## config.mk

```make
export PLATFORM = sky130hd
export DESIGN_NAME = ex_stage_mdu
export DESIGN_NICKNAME = d
export VERILOG_FILES = /design/src/rtl/ex_stage_mdu_pkg.sv /design/src/rtl/ex_stage_mdu_iter.sv /design/src/rtl/ex_stage_mdu.sv
export SDC_FILE = /design/constraint.sdc
export NUM_CORES = 2
export LEC_CHECK = 0
export ABC_AREA = 1
export CAP_MARGIN = 15
export CORE_MARGIN = 5
export CORE_UTILIZATION = 59
export CTS_CLUSTER_DIAMETER = 30
export DETAILED_ROUTE_END_ITERATION = 10
export PLACE_DENSITY = 0.89
export SLEW_MARGIN = 20
export SYNTH_ARGS = -nofsm -noshare
export SYNTH_HDL_FRONTEND = slang
export SYNTH_SLANG_ARGS = --single-unit
```

## constraint.sdc

```tcl
create_clock -name clk -period 7.7 [get_ports clk]
set_clock_uncertainty 0.05 [all_clocks]
set_input_delay 1.54 -clock clk [delete_from_list [all_inputs] [get_ports clk]]
set_output_delay 1.54 -clock clk [all_outputs]
set_load 0.1 [all_outputs]
```

## src/rtl/ex_stage_mdu_pkg.sv

```systemverilog
// Shared encodings for the execute stage and its multiply/divide unit.
// MDU_EARLY_OUT_EN (optional) enables one-step completion for trivial MDU operands.
package ex_stage_mdu_pkg;

    typedef enum logic [2:0] {
        MD_NONE  = 3'b000,
        MD_MULT  = 3'b001,
        MD_MULTU = 3'b010,
        MD_DIV   = 3'b011,
        MD_DIVU  = 3'b100,
        MD_MFHI  = 3'b101,
        MD_MFLO  = 3'b110,
        MD_RSVD  = 3'b111
    } md_op_e;

    typedef enum logic [1:0] {
        FWD_RF   = 2'b00,
        FWD_WB   = 2'b01,
        FWD_MEM  = 2'b10,
        FWD_RF2  = 2'b11
    } fwd_sel_e;

    typedef enum logic [1:0] {
        MDU_IDLE = 2'b00,
        MDU_BUSY = 2'b01,
        MDU_DONE = 2'b10
    } mdu_state_e;

    typedef enum logic [3:0] {
        ALU_ADD, ALU_SUB, ALU_AND, ALU_OR,
        ALU_XOR, ALU_NOR, ALU_SLT, ALU_SLTU,
        ALU_SLL, ALU_SRL, ALU_SRA, ALU_LUI
    } alu_ctrl_e;

    function automatic int mdu_iter_count(input int nbits, input int steps);
        return nbits / steps;
    endfunction

endpackage

```

## src/rtl/ex_stage_mdu_iter.sv

```systemverilog
// Iterative multiply/divide unit: FSM, step counter, HI/LO and shift-add / restoring-divide datapath.
// MDU_EARLY_OUT_EN: zero multiplicands and divisors larger than the dividend finish after one step.
module mdu_iter
    import ex_stage_mdu_pkg::*;
#(
    parameter int NBits     = 32,
    parameter int MDU_STEPS = 1
) (
    input  logic             clk_i,
    input  logic             rst_ni,
    input  logic             start_i,
    input  logic             flush_i,
    input  md_op_e           op_i,
    input  logic [NBits-1:0] a_i,
    input  logic [NBits-1:0] b_i,
    output logic [NBits-1:0] hi_o,
    output logic [NBits-1:0] lo_o,
    output logic             stall_o,
    output logic             busy_o
);
    localparam int ITER = mdu_iter_count(NBits, MDU_STEPS);
    localparam int CW   = $clog2(ITER + 1);

    mdu_state_e state_q, state_d;
    logic [CW-1:0] cnt_q, cnt_d;
    logic [NBits-1:0] hi_q, hi_d, lo_q, lo_d;
    logic [NBits-1:0] acc_q, acc_d, sh_q, sh_d;
    logic [NBits-1:0] opd_q, opd_d, araw_q, araw_d;
    logic div_q, div_d, qneg_q, qneg_d, rneg_q, rneg_d;
    logic dz_q, dz_d, early_q, early_d;

    logic is_div, is_sgn, sa, sb, early;
    logic [NBits-1:0] mag_a, mag_b;

    assign is_div = (op_i == MD_DIV) || (op_i == MD_DIVU);
    assign is_sgn = (op_i == MD_MULT) || (op_i == MD_DIV);
    assign sa     = is_sgn & a_i[NBits-1];
    assign sb     = is_sgn & b_i[NBits-1];
    assign mag_a  = sa ? -a_i : a_i;
    assign mag_b  = sb ? -b_i : b_i;

`ifdef MDU_EARLY_OUT_EN
    assign early = is_div ? (mag_b > mag_a)
                          : ((mag_a == '0) || (mag_b == '0));
`else
    assign early = 1'b0;
`endif

    // acc holds product-high / remainder, sh holds multiplier / quotient
    logic [NBits-1:0] acc_s, sh_s;
    logic [NBits:0]   sum, rem;

    always_comb begin
        acc_s = acc_q;
        sh_s  = sh_q;
        sum   = '0;
        rem   = '0;
        for (int i = 0; i < MDU_STEPS; i++) begin
            if (div_q) begin
                rem  = {acc_s, sh_s[NBits-1]};
                sh_s = {sh_s[NBits-2:0], 1'b0};
                if (rem >= {1'b0, opd_q}) begin
                    rem     = rem - {1'b0, opd_q};
                    sh_s[0] = 1'b1;
                end
                acc_s = rem[NBits-1:0];
            end else begin
                sum   = {1'b0, acc_s} + (sh_s[0] ? {1'b0, opd_q} : {(NBits+1){1'b0}});
                sh_s  = {sum[0], sh_s[NBits-1:1]};
                acc_s = sum[NBits:1];
            end
        end
    end

    logic [2*NBits-1:0] prod, prod_s;
    logic [NBits-1:0]   quo, rmd, quo_s, rmd_s;

    always_comb begin
        prod   = early_q ? '0 : {acc_s, sh_s};
        prod_s = qneg_q ? -prod : prod;
        quo    = early_q ? '0 : sh_s;
        rmd    = early_q ? sh_q : acc_s;
        quo_s  = qneg_q ? -quo : quo;
        rmd_s  = rneg_q ? -rmd : rmd;
    end

    always_comb begin
        state_d = state_q;
        cnt_d   = cnt_q;
        hi_d    = hi_q;
        lo_d    = lo_q;
        acc_d   = acc_q;
        sh_d    = sh_q;
        opd_d   = opd_q;
        araw_d  = araw_q;
        div_d   = div_q;
        qneg_d  = qneg_q;
        rneg_d  = rneg_q;
        dz_d    = dz_q;
        early_d = early_q;
        unique case (state_q)
            MDU_IDLE: begin
                if (start_i) begin
                    acc_d   = '0;
                    sh_d    = is_div ? mag_a : mag_b;
                    opd_d   = is_div ? mag_b : mag_a;
                    araw_d  = a_i;
                    div_d   = is_div;
                    qneg_d  = sa ^ sb;
                    rneg_d  = sa;
                    dz_d    = is_div && (b_i == '0);
                    early_d = early;
                    cnt_d   = early ? CW'(1) : CW'(ITER);
                    state_d = MDU_BUSY;
                end
            end
            MDU_BUSY: begin
                acc_d = acc_s;
                sh_d  = sh_s;
                cnt_d = cnt_q - CW'(1);
                if (flush_i) begin
                    state_d = MDU_IDLE;
                end else if (cnt_q == CW'(1)) begin
                    state_d = MDU_DONE;
                    if (!div_q) begin
                        {hi_d, lo_d} = prod_s;
                    end else if (dz_q) begin
                        hi_d = araw_q;
                        lo_d = '1;
                    end else begin
                        hi_d = rmd_s;
                        lo_d = quo_s;
                    end
                end
            end
            MDU_DONE: state_d = MDU_IDLE;
            default:  state_d = MDU_IDLE;
        endcase
    end

    always_ff @(posedge clk_i) begin
        if (!rst_ni) begin
            state_q <= MDU_IDLE;
            cnt_q   <= '0;
            hi_q    <= '0;
            lo_q    <= '0;
            acc_q   <= '0;
            sh_q    <= '0;
            opd_q   <= '0;
            araw_q  <= '0;
            div_q   <= 1'b0;
            qneg_q  <= 1'b0;
            rneg_q  <= 1'b0;
            dz_q    <= 1'b0;
            early_q <= 1'b0;
        end else begin
            state_q <= state_d;
            cnt_q   <= cnt_d;
            hi_q    <= hi_d;
            lo_q    <= lo_d;
            acc_q   <= acc_d;
            sh_q    <= sh_d;
            opd_q   <= opd_d;
            araw_q  <= araw_d;
            div_q   <= div_d;
            qneg_q  <= qneg_d;
            rneg_q  <= rneg_d;
            dz_q    <= dz_d;
            early_q <= early_d;
        end
    end

    assign hi_o    = hi_q;
    assign lo_o    = lo_q;
    assign stall_o = rst_ni & (((state_q == MDU_IDLE) & start_i) | (state_q == MDU_BUSY));
    assign busy_o  = rst_ni & (state_q == MDU_BUSY);

endmodule

```

## src/rtl/ex_stage_mdu.sv

```systemverilog
// Execute stage: operand forwarding, ALU, branch/jump resolution and the iterative MDU.
// MDU_EARLY_OUT_EN (optional) shortens trivial MULT/DIV operations inside mdu_iter.
module ex_stage_mdu
    import ex_stage_mdu_pkg::*;
#(
    parameter int NBits     = 32,
    parameter int MDU_STEPS = 1
) (
    input  logic             clk,
    input  logic             reset,
    input  logic             in_valid,
    input  logic             flush,
    input  logic [2:0]       alu_op,
    input  logic [5:0]       alu_function,
    input  logic [2:0]       md_op,
    input  logic             alu_src,
    input  logic             shamt_sel,
    input  logic             beq,
    input  logic             bne,
    input  logic             jump,
    input  logic             jr,
    input  logic [1:0]       fwd_a,
    input  logic [1:0]       fwd_b,
    input  logic [NBits-1:0] read_data1,
    input  logic [NBits-1:0] read_data2,
    input  logic [NBits-1:0] shamt_ext,
    input  logic [NBits-1:0] imm_ext,
    input  logic [NBits-1:0] pc_4,
    input  logic [25:0]      jump_target,
    input  logic [NBits-1:0] wb_data,
    input  logic [NBits-1:0] mem_alu_result,
    output logic [NBits-1:0] ex_result,
    output logic [NBits-1:0] write_data,
    output logic [NBits-1:0] new_pc,
    output logic             pc_redirect,
    output logic             stall,
    output logic             mdu_busy
);
    localparam int SW = $clog2(NBits);

    logic [NBits-1:0] fa, fb, op_a, op_b, alu_res, mdu_hi, mdu_lo;
    alu_ctrl_e alu_ctrl;
    logic zero, taken, md_start;

    always_comb begin
        case (fwd_sel_e'(fwd_a))
            FWD_WB:  fa = wb_data;
            FWD_MEM: fa = mem_alu_result;
            default: fa = read_data1;
        endcase
        case (fwd_sel_e'(fwd_b))
            FWD_WB:  fb = wb_data;
            FWD_MEM: fb = mem_alu_result;
            default: fb = read_data2;
        endcase
    end

    assign op_a       = shamt_sel ? shamt_ext : fa;
    assign op_b       = alu_src ? imm_ext : fb;
    assign write_data = fb;

    always_comb begin
        alu_ctrl = ALU_ADD;
        case (alu_op)
            3'b000: alu_ctrl = ALU_ADD;
            3'b001: alu_ctrl = ALU_SUB;
            3'b011: alu_ctrl = ALU_AND;
            3'b100: alu_ctrl = ALU_OR;
            3'b101: alu_ctrl = ALU_XOR;
            3'b110: alu_ctrl = ALU_SLT;
            3'b111: alu_ctrl = ALU_LUI;
            default: begin
                case (alu_function)
                    6'b100010, 6'b100011: alu_ctrl = ALU_SUB;
                    6'b100100: alu_ctrl = ALU_AND;
                    6'b100101: alu_ctrl = ALU_OR;
                    6'b100110: alu_ctrl = ALU_XOR;
                    6'b100111: alu_ctrl = ALU_NOR;
                    6'b101010: alu_ctrl = ALU_SLT;
                    6'b101011: alu_ctrl = ALU_SLTU;
                    6'b000000, 6'b000100: alu_ctrl = ALU_SLL;
                    6'b000010, 6'b000110: alu_ctrl = ALU_SRL;
                    6'b000011, 6'b000111: alu_ctrl = ALU_SRA;
                    default: alu_ctrl = ALU_ADD;
                endcase
            end
        endcase
    end

    always_comb begin
        alu_res = '0;
        case (alu_ctrl)
            ALU_ADD:  alu_res = op_a + op_b;
            ALU_SUB:  alu_res = op_a - op_b;
            ALU_AND:  alu_res = op_a & op_b;
            ALU_OR:   alu_res = op_a | op_b;
            ALU_XOR:  alu_res = op_a ^ op_b;
            ALU_NOR:  alu_res = ~(op_a | op_b);
            ALU_SLT:  alu_res = {{(NBits-1){1'b0}}, $signed(op_a) < $signed(op_b)};
            ALU_SLTU: alu_res = {{(NBits-1){1'b0}}, op_a < op_b};
            ALU_SLL:  alu_res = op_b << op_a[SW-1:0];
            ALU_SRL:  alu_res = op_b >> op_a[SW-1:0];
            ALU_SRA:  alu_res = NBits'($signed(op_b) >>> op_a[SW-1:0]);
            ALU_LUI:  alu_res = {op_b[NBits-17:0], 16'b0};
            default:  alu_res = op_a + op_b;
        endcase
    end

    assign md_start = in_valid & ~flush
                    & (md_op_e'(md_op) inside {MD_MULT, MD_MULTU, MD_DIV, MD_DIVU});

    mdu_iter #(
        .NBits     (NBits),
        .MDU_STEPS (MDU_STEPS)
    ) u_mdu (
        .clk_i   (clk),
        .rst_ni  (reset),
        .start_i (md_start),
        .flush_i (flush),
        .op_i    (md_op_e'(md_op)),
        .a_i     (fa),
        .b_i     (fb),
        .hi_o    (mdu_hi),
        .lo_o    (mdu_lo),
        .stall_o (stall),
        .busy_o  (mdu_busy)
    );

    always_comb begin
        ex_result = alu_res;
        case (md_op_e'(md_op))
            MD_MFHI: ex_result = mdu_hi;
            MD_MFLO: ex_result = mdu_lo;
            default: ex_result = alu_res;
        endcase
    end

    assign zero  = (alu_res == '0);
    assign taken = (beq & zero) | (bne & ~zero);

    // jr deliberately uses the unforwarded register value
    always_comb begin
        if (jr)
            new_pc = read_data1;
        else if (taken)
            new_pc = pc_4 + (imm_ext << 2);
        else
            new_pc = {pc_4[NBits-1:28], jump_target, 2'b00};
    end

    assign pc_redirect = reset & in_valid & ~flush & ~stall & (jump | jr | taken);

endmodule

```

==> reports/metrics.csv, run 1 <==
metric,value,unit
die_w,246,um
grt_pass1_wl,365000,um
synth-seq-area-share,0.124,
synth-main-ff-cell,dfxtp_1,
synth_edf_count,0,
grt_max_degree,85,
cts_inserted_buffers,46,
avgSynthCellArea,5.37,sq um
synth_cells,6129,
fp.dieH,246,um
yosys_register_bits,204,
ys_types,61,
stop_stage,global routing (5_1_grt),
synth-xor-area-share,0.0391,
synth_compound_area_frac,0.198,
io_pins,375,
htree_levels,2,
grt-ovfl-total,450,
synthAdderAreaFrac,0.0790,
clock_path_buffers,3,
synthSimpleGateAreaFrac,0.434,
synth_mux_area_frac,0.000608,
dpl.hpwl,141000,um
firstError,[ERROR GRT-0116] Global routing finished with congestion. Check the congestion regions in the DRC Viewer.,
syn_nets,6610,
netlist_area,0.0329,sq mm
port_buffers,374,
clockRootBuffer,clkbuf_16,
gp_congestion,1.36,
initial_utilization,0.597,
synth_top_family_by_area,simple AND/OR/NAND/NOR gates,
grt_usage,0.769,
async_flop_share,0,
fp-row-count,86,
yosysWarnings,0,
cts_num_sinks,204,
grt_pass1_vias,57200,
status,aborted with a tool error,
## synthesized netlist by cell type (all sizes together), types with 20 or more instances
cell	number	area (sq um)
nor3	72	365
o22ai	24	150
nand3	762	3820
xor2	108	946
inv	782	2940
xnor2	39	342
a21o	22	165
or2	79	494
nand2	1938	7320
o21bai	25	188
a31oi	40	250
o211ai	49	368
o221ai	79	692
clkbuf	184	691
dfxtp	204	4080
nor2	481	1840
a221o	20	200
a21oi	340	1720
buf	90	477
o21a	20	151
ha	200	2500
o21ai	436	2220
nand4	43	269
## through the flow
stage          cells  cell area (sq um)  TNS (ps)  setup slack [ps]   util
2_1_floorplan   6129              33100      -515              -257      -
3_5_place_dp    7580              42000    -35350             -1180  0.761
3_3_place_gp    7580              42000    -31400             -1050  0.761
4_1_cts         7728              45500      -120             -24.4  0.824
## cell families after synthesis
kind of cell / count (synthesis)
flops: 204
fa+ha+maj: 205
mux: 2
simple gates: 3404
buf+inv: 1060
compound gates: 1107
xor+xnor: 147
## per-layer routing
metal  track usage  GRT overflow
met1         0.757            23
met2         0.888           224
met3         0.687            23
met4         0.751           180
met5         0.443             0
## timing repair
| action | 4_1_cts |
|---|---|
| cloned | 10 |
| buffers inserted | 54 |
| gates resized for setup | 349 |
| pin swaps | 90 |
| endpoints found under the hold margin | 0 |
| hold buffers | 0 |
| setup endpoints to repair | 42 |
==> inputs of run 2 (changes only) <==
CORE_UTILIZATION = 40   (was 59)
CTS_CLUSTER_DIAMETER = not set   (was 30)
PLACE_DENSITY = not set   (was 0.89)
PLACE_DENSITY_LB_ADDON = 0.15   (was not set)
==> reports/metrics.csv, run 2 <==
metric,value,unit,change
grt_pass1_vias,45500,,
final_cells,8245,,
power_frac_clock,0.139,,
synth_edf_count,0,,unchanged
routed.top_layer,met5,,
status,finished with violations,,was aborted with a tool error
synth_top_area_frac,0.219,,unchanged
fin_crit_sh,1.03,,
cp.arrival,6340,ps,
p_sw,0.00473,W,
die_w,297,um,was 246 um
path_common_cell,nand3_2,,
final_common_cell,nand2_1,,
comb_power_share,0.733,,
holdCritStartpoint,u_mdu.lo_o[9],,
cts_inserted_buffers,23,,was 46
drc,0,,
netlist_area,0.0329,sq mm,unchanged
async_flop_share,0,,unchanged
fp-row-count,105,,was 86
slowest_stage,a221o_1,,
multi_input_area,0.0275,sq mm,
drive_above_1_share,0.238,,
met2_wirelength,92600,um,
dpl_cell_area,0.0437,sq mm,was 0.0420 sq mm
whs_path_depth,2,,
r2r_setup_slack,1730,ps,
drt_pass1_iterations,7,,
dp_cells,8081,,"was 7,580"
clkLatencyLatePin,570,ps,
max-cap-violations,0,,
internal_power,0.00411,W,
hold_path_end,u_mdu.lo_o[9],,
r2r-end,u_mdu.hi_o[14],,
clk_pin_slew,60,ps,
cts_tree,done,,
cp_max_fo,8,,
seqPwrFrac,0.128,,
ff_latch_area,0.00409,sq mm,
grt_usage,0.460,,
power_switching_share,0.535,,
n_fill_cell,8224,,
min_period,7930,ps,
vias_per_cell,5.94,,
final_cell_area,0.0485,sq mm,
fp.dieH,297,um,was 246 um
vias,49000,,
worstSetupPathType,input pin to output port,,
vdd_drop_max,0.000173,V,
wl_met3,25600,um,
antenna_found_initial,23,,
syn_nets,6610,,unchanged
synth_cells,6129,,unchanged
max_slew_margin,0.131,,
grt_pass1_wl,305000,um,
grt-ovfl-total,0,,
clockRootBuffer,clkbuf_16,,unchanged
timing.hold.ws,443,ps,
finalHoldViolations,0,,
end_kind,output port,,
synth_common_cells,"nand2_1, nand3_1, inv_1, nor2_1, o21ai_0",,unchanged
wl,220000,um,
worstSetupStartpointType,input pin,,
synth_area_leaders,"nand2_1, dfxtp_1, nand3_1, inv_1, ha_1",,unchanged
critPathMaxStageDelay,310,ps,
coreArea,0.0818,sq mm,
setup_viol,33,,
antenna_left,0,,
hold_buffers,0,,unchanged
synth-main-ff-cell,dfxtp_1,,unchanged
finalWorstSetupSlack,-231,ps,
power.static_leakage,24.3,nW,
die_area,0.0882,sq mm,
areaGrowthSynthToFinish,47.1,%,
gp_congestion,1.17,,was 1.36
initial_utilization,0.402,,was 0.597
violations,negative setup slack,,
hold_class,register to register,,
reg2reg_depth,30,,
grt_max_degree,91,,
wl_per_cell,26.6,um,
required,6110,ps,
final_cell_mix,"nand2_1, buf_4, inv_1",,
dpl.hpwl,182000,um,"was 141,000 um"
utilization,0.592,,
port_buffers,374,,unchanged
routedLengthMet1,78700,um,
drt_iter0_markers,6205,,
r2r_start,u_mdu.opd_q[11],,
clock_path_buffers,3,,unchanged
yosysTopAreaCell,nand2_1,,unchanged
htree_levels,1,,was 2
ys_types,61,,unchanged
yosysWarnings,0,,unchanged
worst_pin_slew,1300,ps,
nNetsFinal,7624,,
yosys_register_bits,204,,unchanged
yosysMostFrequentCell,nand2_1,,unchanged
avgSynthCellArea,5.37,sq um,unchanged
cts_num_sinks,204,,unchanged
io_pins,375,,unchanged
fin_setup_tns,-5330,ps,
fmax,0.126,GHz,
powerDensity,182,mW/mm^2,
maxSlewViolCount,0,,
synth-seq-area-share,0.124,,unchanged
grt_setup_unrepaired,true,,
## run 2: cell counts after synthesis
Identical to the previous run, type by type.
## run 2: cell type report
| cell class | count | share of cell area |
|---|---|---|
| inverter | 786 | 0.0620 |
| timing repair buffer | 1262 | 0.241 |
| clock buffer | 33 | 0.0137 |
| antenna | 16 | 0.000826 |
| multi-input combinational | 4865 | 0.567 |
| sequential | 204 | 0.0844 |
| timing repair inverter | 1 | 0.000155 |
| clock inverter | 8 | 0.00294 |
| tap | 1070 | 0.0276 |
## run 2: cells by family (layout without fill, tap and decap cells)
| family | after synthesis | in the layout | share of synthesized area |
|---|---|---|---|
| simple gates | 3404 | 3404 | 0.434 |
| compound gates | 1107 | 1107 | 0.198 |
| buf+inv | 1060 | 2090 | 0.125 |
| fa+ha+maj | 205 | 205 | 0.0790 |
| flops | 204 | 204 | 0.124 |
| xor+xnor | 147 | 147 | 0.0391 |
| mux | 2 | 2 | 0.000608 |
| other cells | 0 | 16 | 0 |
## run 2: power groups by stage
stage | Combinational (W) | Clock, W | Sequential (W)
5_1_grt | 0.00670 | 0.00126 | 0.00113
3_5_place_dp | 0.00561 | 0 | 0.00115
6_report | 0.00648 | 0.00123 | 0.00113
2_1_floorplan | 0.00293 | 0 | 0.00113
4_1_cts | 0.00601 | 0.00123 | 0.00113
3_3_place_gp | 0.00561 | 0 | 0.00115
## run 2: through the flow
step                      setup slack, ps  power (W)
after floorplan                      -257    0.00406
after global placement              -1540    0.00676
after detailed placement            -1480    0.00676
after CTS                           -35.5    0.00836
after global routing                 -244    0.00910
final                                -231    0.00884
## run 2: worst max-delay path by stage
stage,start,endpoint,cells past startpoint
after global placement,fwd_a[0],new_pc[1],37
after global routing,fwd_a[0],new_pc[5],31
after detailed placement,fwd_a[0],new_pc[0],37
after floorplan,fwd_a[0],new_pc[0],29
after CTS,fwd_a[0],new_pc[13],37
final,fwd_a[0],new_pc[5],31
## run 2: per-layer routing
metal	GRT usage	up-vias
met5	0	-
met4	0.354	12
met3	0.123	947
met2	0.716	3341
met1	0.540	22500
li1	-	22200
## run 2: timing repair
item                                    in CTS  in global routing
pin swaps                                  130                183
cloned                                       6                  8
setup buffers                               65                 33
endpoints found under the setup margin      46                 33
resized for setup                          507                309
## run 2: worst max-delay path: cells and delay by family
| family | cells | cell delay [ps] |
|---|---|---|
| AO/OA/AOI/OAI | 7 | 1360 |
| adder cells (fa/ha/maj) | 2 | 470 |
| buffers and inverters | 10 | 1390 |
| AND/OR/NAND/NOR | 12 | 1550 |
Note: power is estimated with default switching activity, not from simulation.
